File: src/rtl/rpn_pkg.sv
// Shared types and constants for the RPN stack calculator.
// Holds the one-hot state encoding, opcode encoding and flag bit positions.
package rpn_pkg;

    typedef enum logic [5:0] {
        IDLE    = 6'b000001,
        PUSH    = 6'b000010,
        OP_READ = 6'b000100,
        OP_EXEC = 6'b001000,
        OP_WB   = 6'b010000,
        ERROR   = 6'b100000
    } state_t;

    typedef enum logic [1:0] {
        OP_ADD = 2'b00,
        OP_SUB = 2'b01,
        OP_OR  = 2'b10,
        OP_AND = 2'b11
    } opcode_t;

    localparam int FLAG_N = 3;
    localparam int FLAG_Z = 2;
    localparam int FLAG_C = 1;
    localparam int FLAG_V = 0;

endpackage

File: src/rtl/rpn_operand_stack.sv
// Operand stack: register array with one write port, asynchronous reads of the
// top two entries, and a depth counter with increment/decrement/clear.
module rpn_operand_stack #(
    parameter int WIDTH = 16,
    parameter int DEPTH = 4
) (
    input  logic                       clk,
    input  logic                       reset,
    input  logic                       clr_i,
    input  logic                       wr_en_i,
    input  logic [$clog2(DEPTH)-1:0]   wr_addr_i,
    input  logic [WIDTH-1:0]           wr_data_i,
    input  logic                       inc_i,
    input  logic                       dec_i,
    output logic [WIDTH-1:0]           top_o,
    output logic [WIDTH-1:0]           next_o,
    output logic [$clog2(DEPTH+1)-1:0] depth_o
);

    localparam int AW = $clog2(DEPTH);
    localparam int DW = $clog2(DEPTH+1);

    logic [WIDTH-1:0] mem_q [DEPTH];
    logic [DW-1:0]    depth_q;
    logic [DW-1:0]    depth_d;
    logic [AW-1:0]    top_idx_s;
    logic [AW-1:0]    next_idx_s;

    // Depth counter next-state: clear wins, then increment, then decrement.
    always_comb begin
        depth_d = depth_q;
        if (clr_i) begin
            depth_d = {DW{1'b0}};
        end else if (inc_i) begin
            depth_d = depth_q + DW'(1);
        end else if (dec_i) begin
            depth_d = depth_q - DW'(1);
        end else begin
            depth_d = depth_q;
        end
    end

    // Depth counter register.
    always_ff @(posedge clk) begin
        if (reset) begin
            depth_q <= {DW{1'b0}};
        end else begin
            depth_q <= depth_d;
        end
    end

    // Entry storage; contents are meaningless above the current depth.
    always_ff @(posedge clk) begin
        if (wr_en_i) begin
            mem_q[wr_addr_i] <= wr_data_i;
        end
    end

    // Index arithmetic wraps modulo DEPTH, so a full stack reads entry DEPTH-1.
    assign top_idx_s  = depth_q[AW-1:0] - AW'(1);
    assign next_idx_s = depth_q[AW-1:0] - AW'(2);
    assign top_o      = mem_q[top_idx_s];
    assign next_o     = mem_q[next_idx_s];
    assign depth_o    = depth_q;

endmodule

File: src/rtl/rpn_stack_calculator.sv
// Reverse-Polish calculator controller: push/operate commands drive a small
// operand stack through a one-hot FSM with a registered ALU stage.
module rpn_stack_calculator
    import rpn_pkg::*;
#(
    parameter int WIDTH = 16,
    parameter int DEPTH = 4
) (
    input  logic                       clk,
    input  logic                       reset,
    input  logic                       PushEnter,
    input  logic                       OpEnter,
    input  logic                       Clear,
    input  logic [WIDTH-1:0]           DataIn,
    output logic [WIDTH-1:0]           DataOut,
    output logic [$clog2(DEPTH+1)-1:0] Depth,
    output logic [3:0]                 Flags,
    output logic                       Busy,
    output logic                       Error,
    output logic [5:0]                 CurrentState
);

    localparam int AW = $clog2(DEPTH);
    localparam int DW = $clog2(DEPTH+1);

    state_t           state_q, state_d;
    opcode_t          op_q;
    logic [WIDTH-1:0] in_q;
    logic [WIDTH-1:0] a_q, b_q;
    logic [WIDTH-1:0] res_q;
    logic [3:0]       nflags_q;
    logic [3:0]       flags_q;
    logic [WIDTH-1:0] dout_q;
    logic [WIDTH+3:0] alu_s;

    logic             stk_clr_s, stk_wr_s, stk_inc_s, stk_dec_s;
    logic [AW-1:0]    stk_addr_s;
    logic [WIDTH-1:0] stk_wdata_s, stk_top_s, stk_next_s;
    logic [DW-1:0]    depth_s;

    // Returns {flags, result}; subtraction is A + ~B + 1 so C means no borrow.
    function automatic logic [WIDTH+3:0] alu(input opcode_t op,
                                              input logic [WIDTH-1:0] a,
                                              input logic [WIDTH-1:0] b);
        logic [WIDTH:0]   sum;
        logic [WIDTH-1:0] bx;
        logic [WIDTH-1:0] r;
        logic [3:0]       f;
        sum = {(WIDTH+1){1'b0}};
        bx  = b;
        r   = {WIDTH{1'b0}};
        f   = 4'b0000;
        case (op)
            OP_ADD: begin
                sum       = {1'b0, a} + {1'b0, bx};
                r         = sum[WIDTH-1:0];
                f[FLAG_C] = sum[WIDTH];
                f[FLAG_V] = (a[WIDTH-1] == bx[WIDTH-1]) && (r[WIDTH-1] != a[WIDTH-1]);
            end
            OP_SUB: begin
                bx        = ~b;
                sum       = {1'b0, a} + {1'b0, bx} + {{WIDTH{1'b0}}, 1'b1};
                r         = sum[WIDTH-1:0];
                f[FLAG_C] = sum[WIDTH];
                f[FLAG_V] = (a[WIDTH-1] == bx[WIDTH-1]) && (r[WIDTH-1] != a[WIDTH-1]);
            end
            OP_OR:   r = a | b;
            OP_AND:  r = a & b;
            default: r = {WIDTH{1'b0}};
        endcase
        f[FLAG_N] = r[WIDTH-1];
        f[FLAG_Z] = (r == {WIDTH{1'b0}});
        return {f, r};
    endfunction

    rpn_operand_stack #(
        .WIDTH(WIDTH),
        .DEPTH(DEPTH)
    ) u_stack (
        .clk       (clk),
        .reset     (reset),
        .clr_i     (stk_clr_s),
        .wr_en_i   (stk_wr_s),
        .wr_addr_i (stk_addr_s),
        .wr_data_i (stk_wdata_s),
        .inc_i     (stk_inc_s),
        .dec_i     (stk_dec_s),
        .top_o     (stk_top_s),
        .next_o    (stk_next_s),
        .depth_o   (depth_s)
    );

    assign alu_s = alu(op_q, a_q, b_q);

    // Next-state and stack control; Clear aborts any operation in flight.
    always_comb begin
        state_d     = state_q;
        stk_clr_s   = 1'b0;
        stk_wr_s    = 1'b0;
        stk_inc_s   = 1'b0;
        stk_dec_s   = 1'b0;
        stk_addr_s  = {AW{1'b0}};
        stk_wdata_s = {WIDTH{1'b0}};
        if (Clear) begin
            state_d   = IDLE;
            stk_clr_s = 1'b1;
        end else begin
            case (state_q)
                IDLE: begin
                    if (PushEnter) begin
                        state_d = (depth_s == DW'(DEPTH)) ? ERROR : PUSH;
                    end else if (OpEnter) begin
                        state_d = (depth_s < DW'(2)) ? ERROR : OP_READ;
                    end else begin
                        state_d = IDLE;
                    end
                end
                PUSH: begin
                    stk_wr_s    = 1'b1;
                    stk_addr_s  = depth_s[AW-1:0];
                    stk_wdata_s = in_q;
                    stk_inc_s   = 1'b1;
                    state_d     = IDLE;
                end
                OP_READ: state_d = OP_EXEC;
                OP_EXEC: state_d = OP_WB;
                OP_WB: begin
                    stk_wr_s    = 1'b1;
                    stk_addr_s  = depth_s[AW-1:0] - AW'(2);
                    stk_wdata_s = res_q;
                    stk_dec_s   = 1'b1;
                    state_d     = IDLE;
                end
                ERROR: begin
                    if (PushEnter || OpEnter) begin
                        state_d = IDLE;
                    end else begin
                        state_d = ERROR;
                    end
                end
                default: state_d = IDLE;
            endcase
        end
    end

    // State, operand capture, ALU pipeline and visible output registers.
    always_ff @(posedge clk) begin
        if (reset) begin
            state_q  <= IDLE;
            op_q     <= OP_ADD;
            in_q     <= {WIDTH{1'b0}};
            a_q      <= {WIDTH{1'b0}};
            b_q      <= {WIDTH{1'b0}};
            res_q    <= {WIDTH{1'b0}};
            nflags_q <= 4'b0000;
            flags_q  <= 4'b0000;
            dout_q   <= {WIDTH{1'b0}};
        end else if (Clear) begin
            state_q <= IDLE;
            flags_q <= 4'b0000;
            dout_q  <= {WIDTH{1'b0}};
        end else begin
            state_q <= state_d;
            case (state_q)
                IDLE: begin
                    if (PushEnter) begin
                        in_q <= DataIn;
                    end else if (OpEnter) begin
                        op_q <= opcode_t'(DataIn[1:0]);
                    end
                end
                PUSH:    dout_q <= in_q;
                OP_READ: begin
                    a_q <= stk_next_s;
                    b_q <= stk_top_s;
                end
                OP_EXEC: begin
                    res_q    <= alu_s[WIDTH-1:0];
                    nflags_q <= alu_s[WIDTH+3:WIDTH];
                end
                OP_WB: begin
                    dout_q  <= res_q;
                    flags_q <= nflags_q;
                end
                default: ;
            endcase
        end
    end

    assign DataOut      = dout_q;
    assign Depth        = depth_s;
    assign Flags        = flags_q;
    assign Busy         = !((state_q == IDLE) || (state_q == ERROR));
    assign Error        = (state_q == ERROR);
    assign CurrentState = state_q;

endmodule

File: config.mk
export PLATFORM = sky130hd
export DESIGN_NAME = rpn_stack_calculator
export DESIGN_NICKNAME = d
export VERILOG_FILES = /design/src/rtl/rpn_pkg.sv /design/src/rtl/rpn_operand_stack.sv /design/src/rtl/rpn_stack_calculator.sv
export SDC_FILE = /design/constraint.sdc
export NUM_CORES = 1
export LEC_CHECK = 0
export CAP_MARGIN = 20
export CORE_MARGIN = 2
export CORE_UTILIZATION = 40
export CTS_BUF_LIST = sky130_fd_sc_hd__clkbuf_8
export CTS_CLUSTER_SIZE = 25
export DETAILED_ROUTE_END_ITERATION = 8
export PLACE_DENSITY_LB_ADDON = 0.2
export SKIP_LAST_GASP = 1
export SYNTH_ARGS = -nofsm -noshare
export SYNTH_HDL_FRONTEND = slang
export SYNTH_HIERARCHICAL = 1
export SYNTH_SLANG_ARGS = --single-unit
File: constraint.sdc
create_clock -name clk -period 3.2 [get_ports clk]
set_clock_uncertainty 0.2 [all_clocks]
set_input_delay 0.48 -clock clk [delete_from_list [all_inputs] [get_ports clk]]
set_output_delay 0.48 -clock clk [all_outputs]
set_load 0.1 [all_outputs]
==> results.toml <==
[route]
routed_via_density = 5.50
dr_total_vias = 7043
route.detailed.drc = 0
drtIter0Drc = 542
final_antenna_net_count = 0
wirelength_um = 23600
drt_pre_antenna_iters = 5
wl_per_cell_um = 18.4

[finish]
fin_area_um2 = 10200
final_core_util = 0.466
seq_area_um2 = 3890
antenna_cells = 0
nNetsFinal = 1060
nFillCells = 2127
multi_input_area_um2 = 4620
instances_no_fill = 1281
syn_to_final_growth_pct = 14.1
drive_gt1_frac = 0.180

[yosys]
ys_types = 81
netlist_top_cells_count = "nand2_1 (171), a21oi_1 (102), dfxtp_1 (98)"
synth_top_area_cell = "dfxtp_1"
synth_nets = 1007
syn_avg_cell_area_um2 = 9.57
synth_top_cell_area_share = 0.219
synth_cells = 935
synth_edf_count = 64
syn_area_um2 = 8950
synthTopCellsByArea = "dfxtp_1 (22%), edfxtp_1 (21%), mux4_2 (7.6%)"
synthMuxAreaShare = 0.0968
synth_top_family_by_area = "simple AND/OR/NAND/NOR gates"
yosys_warnings = 6
ys_ff_latch = 162
synth_compound_area_frac = 0.154
yosys.area_share.adder = 0.0738
synth-xor-area-share = 0.00587
ys_seq_area_frac = 0.434
yosysMostFrequentCell = "nand2_1"
synth-simple-area-share = 0.178
ys.flop_type = "dfxtp_1"
synthArstFlopShare = 0

[timing]
layout_min_cycle_time_ps = 3060
setup_violations = 0
period_share = 0.955
hold_ws_ps = 75.8
tightestPinTransition_ps = 812
setup_tns_ps = 0
rsz0062_at_grt = "false"
setup_slack_ps = 143
drv_slew = 0
hold_viol = 0
relSlewSlack = 0.459
max_clock_freq_mhz = 327

[critical_path]
cp_data_arrival_time_ps = 3210
critPathMaxStageDelay_ps = 550
critPathKind = "reg -> reg"
cp_data_required_time_ps = 3350
crit_path_top_delay_cell = "nor4bb_2"
cp-start-kind = "flip-flop"
end_kind = "flip-flop"
reg2reg_depth = 13
crit_fanout = 3
timing.rr.start = "a_q[0]"
r2r_slack_ps = 140
cp_cell_sequence = "inv_1 > ha_1 > inv_1 > fa_1 > nand2b_4 > a211oi_4 > o311ai_1 > or3_1 > nor4bb_2 > nor4_2 > nand4_1 > nor4_2 > a21o_1"
regToRegEndpoint = "nflags_q[2]"

[clocking]
cts_tree = "built"
cts_buffer_depth = 2
root_buffer = "clkbuf_8"
hold_buffers = 0
htree_levels = 4
clkTransAtPathRegs_ps = 90
worstSkewPairLatency_ps = 460
numCtsBuffers = 17
cts_setup_buffers = 0
clock-sinks = 162

[placement]
port_buffers = 51
dp_cells = 1249
hpwl_um = 17500
gp_congestion = 0.829
placed_cell_area_um2 = 9780
dp_slack_ps = 108

[job]
max-cap-violations = 0

[status]
status = "finished, final reports clean"

[grt]
grt_pass1_wl_um = 37800
track_usage = 0.204
grt_antenna_before_repair = 0
grt-ovfl-total = 0
grt_start_max_net_pins = 74
grt_pass1_vias = 6790

[power_and_ir_drop]
p_total_mw = 3.79
power.leakage_nw = 3.59
ir_drop_v = 0.000242
power.density_nw_per_um2 = 371

[die]
die_width_um = 154
die_area_um2 = 23600
coreArea_um2 = 21900
die_y_um = 154
rows = 54
num_io_pins = 52
initial_core_util = 0.409

[hold_path]
hold_class = "in -> reg"
min_path_cells = 2
min_to = "CurrentState[4]"
hp-start = "reset"
worst max-delay path, delay by kind of cell, from the launching register on:
family,cells,cell delay [ps]
DFF,1,340
AOI/OAI and AO/OA,3,570
buffers and inverters,2,140
adders and majority gates,2,590
and+or+nand+nor,6,1150
per-layer routing:
metal	vias up	share of wire	GRT usage
li1	3427	-	-
met1	3396	0.48	0.297
met2	186	0.45	0.315
met3	34	0.050	0.0369
met4	0	0.020	0.0520
met5	-	0	0
layout by cell type, fill, tap and decap left out, types with 5 or more instances in the layout:
cell / count
nand2_1: 171
a21oi_1: 100
dfxtp_1: 91
nor2_1: 82
buf_4: 71
edfxtp_1: 64
inv_1: 49
ha_1: 46
mux4_2: 30
nor3_1: 24
clkdlybuf4s50_1: 19
a22oi_1: 17
clkbuf_8: 17
o21ai_0: 16
mux2i_1: 10
nand2b_1: 10
nand3_1: 9
nor2b_1: 8
dfxtp_2: 7
o211ai_1: 7
nor4_1: 6
and3_1: 5
o21ai_1: 5
or3_1: 5
o2111ai_1: 5
logic make-up after synthesis:
| kind of cell | after synthesis |
|---|---|
| simple gates | 351 |
| compound gates | 210 |
| flops | 162 |
| buf+inv | 111 |
| fa+ha+maj | 51 |
| mux | 44 |
| xor+xnor | 6 |
layout make-up:
class	count	share of cell area
tap	280	0.0343
timing repair buffer	93	0.0753
clock inverter	15	0.0139
inverter	52	0.0191
multi-input combinational	662	0.453
clock buffer	17	0.0229
sequential	162	0.381
state kept, by name, indices dropped and copies added (netlist names):
register         count
nflags_q             3
DataOut             16
Flags                4
CurrentState         6
a_q                 16
op_q                 2
res_q               16
u_stack/mem_q       64
in_q                16
b_q                 16
u_stack/depth_o      3
how the worst max path moves through the flow:
stage | startpoint | end
after CTS | a_q[0] | nflags_q[2]
after floorplan | CurrentState[2] | u_stack/mem_q[0][0]
final | a_q[0] | nflags_q[2]
after detailed placement | a_q[0] | nflags_q[2]
after global placement | a_q[0] | nflags_q[2]
after global routing | a_q[0] | nflags_q[2]
repair_timing:
| action | CTS | global route |
|---|---|---|
| hold endpoints to repair | 0 | 0 |
| setup endpoints to repair | 0 | 5 |
| resized for setup | 0 | 9 |
report_power, final:
group	internal, mW	switching [mW]
Combinational	0.0763	0.128
Clock	0.604	0.829
Sequential	2.14	0.0117
Power figures use the tool's default switching activity.
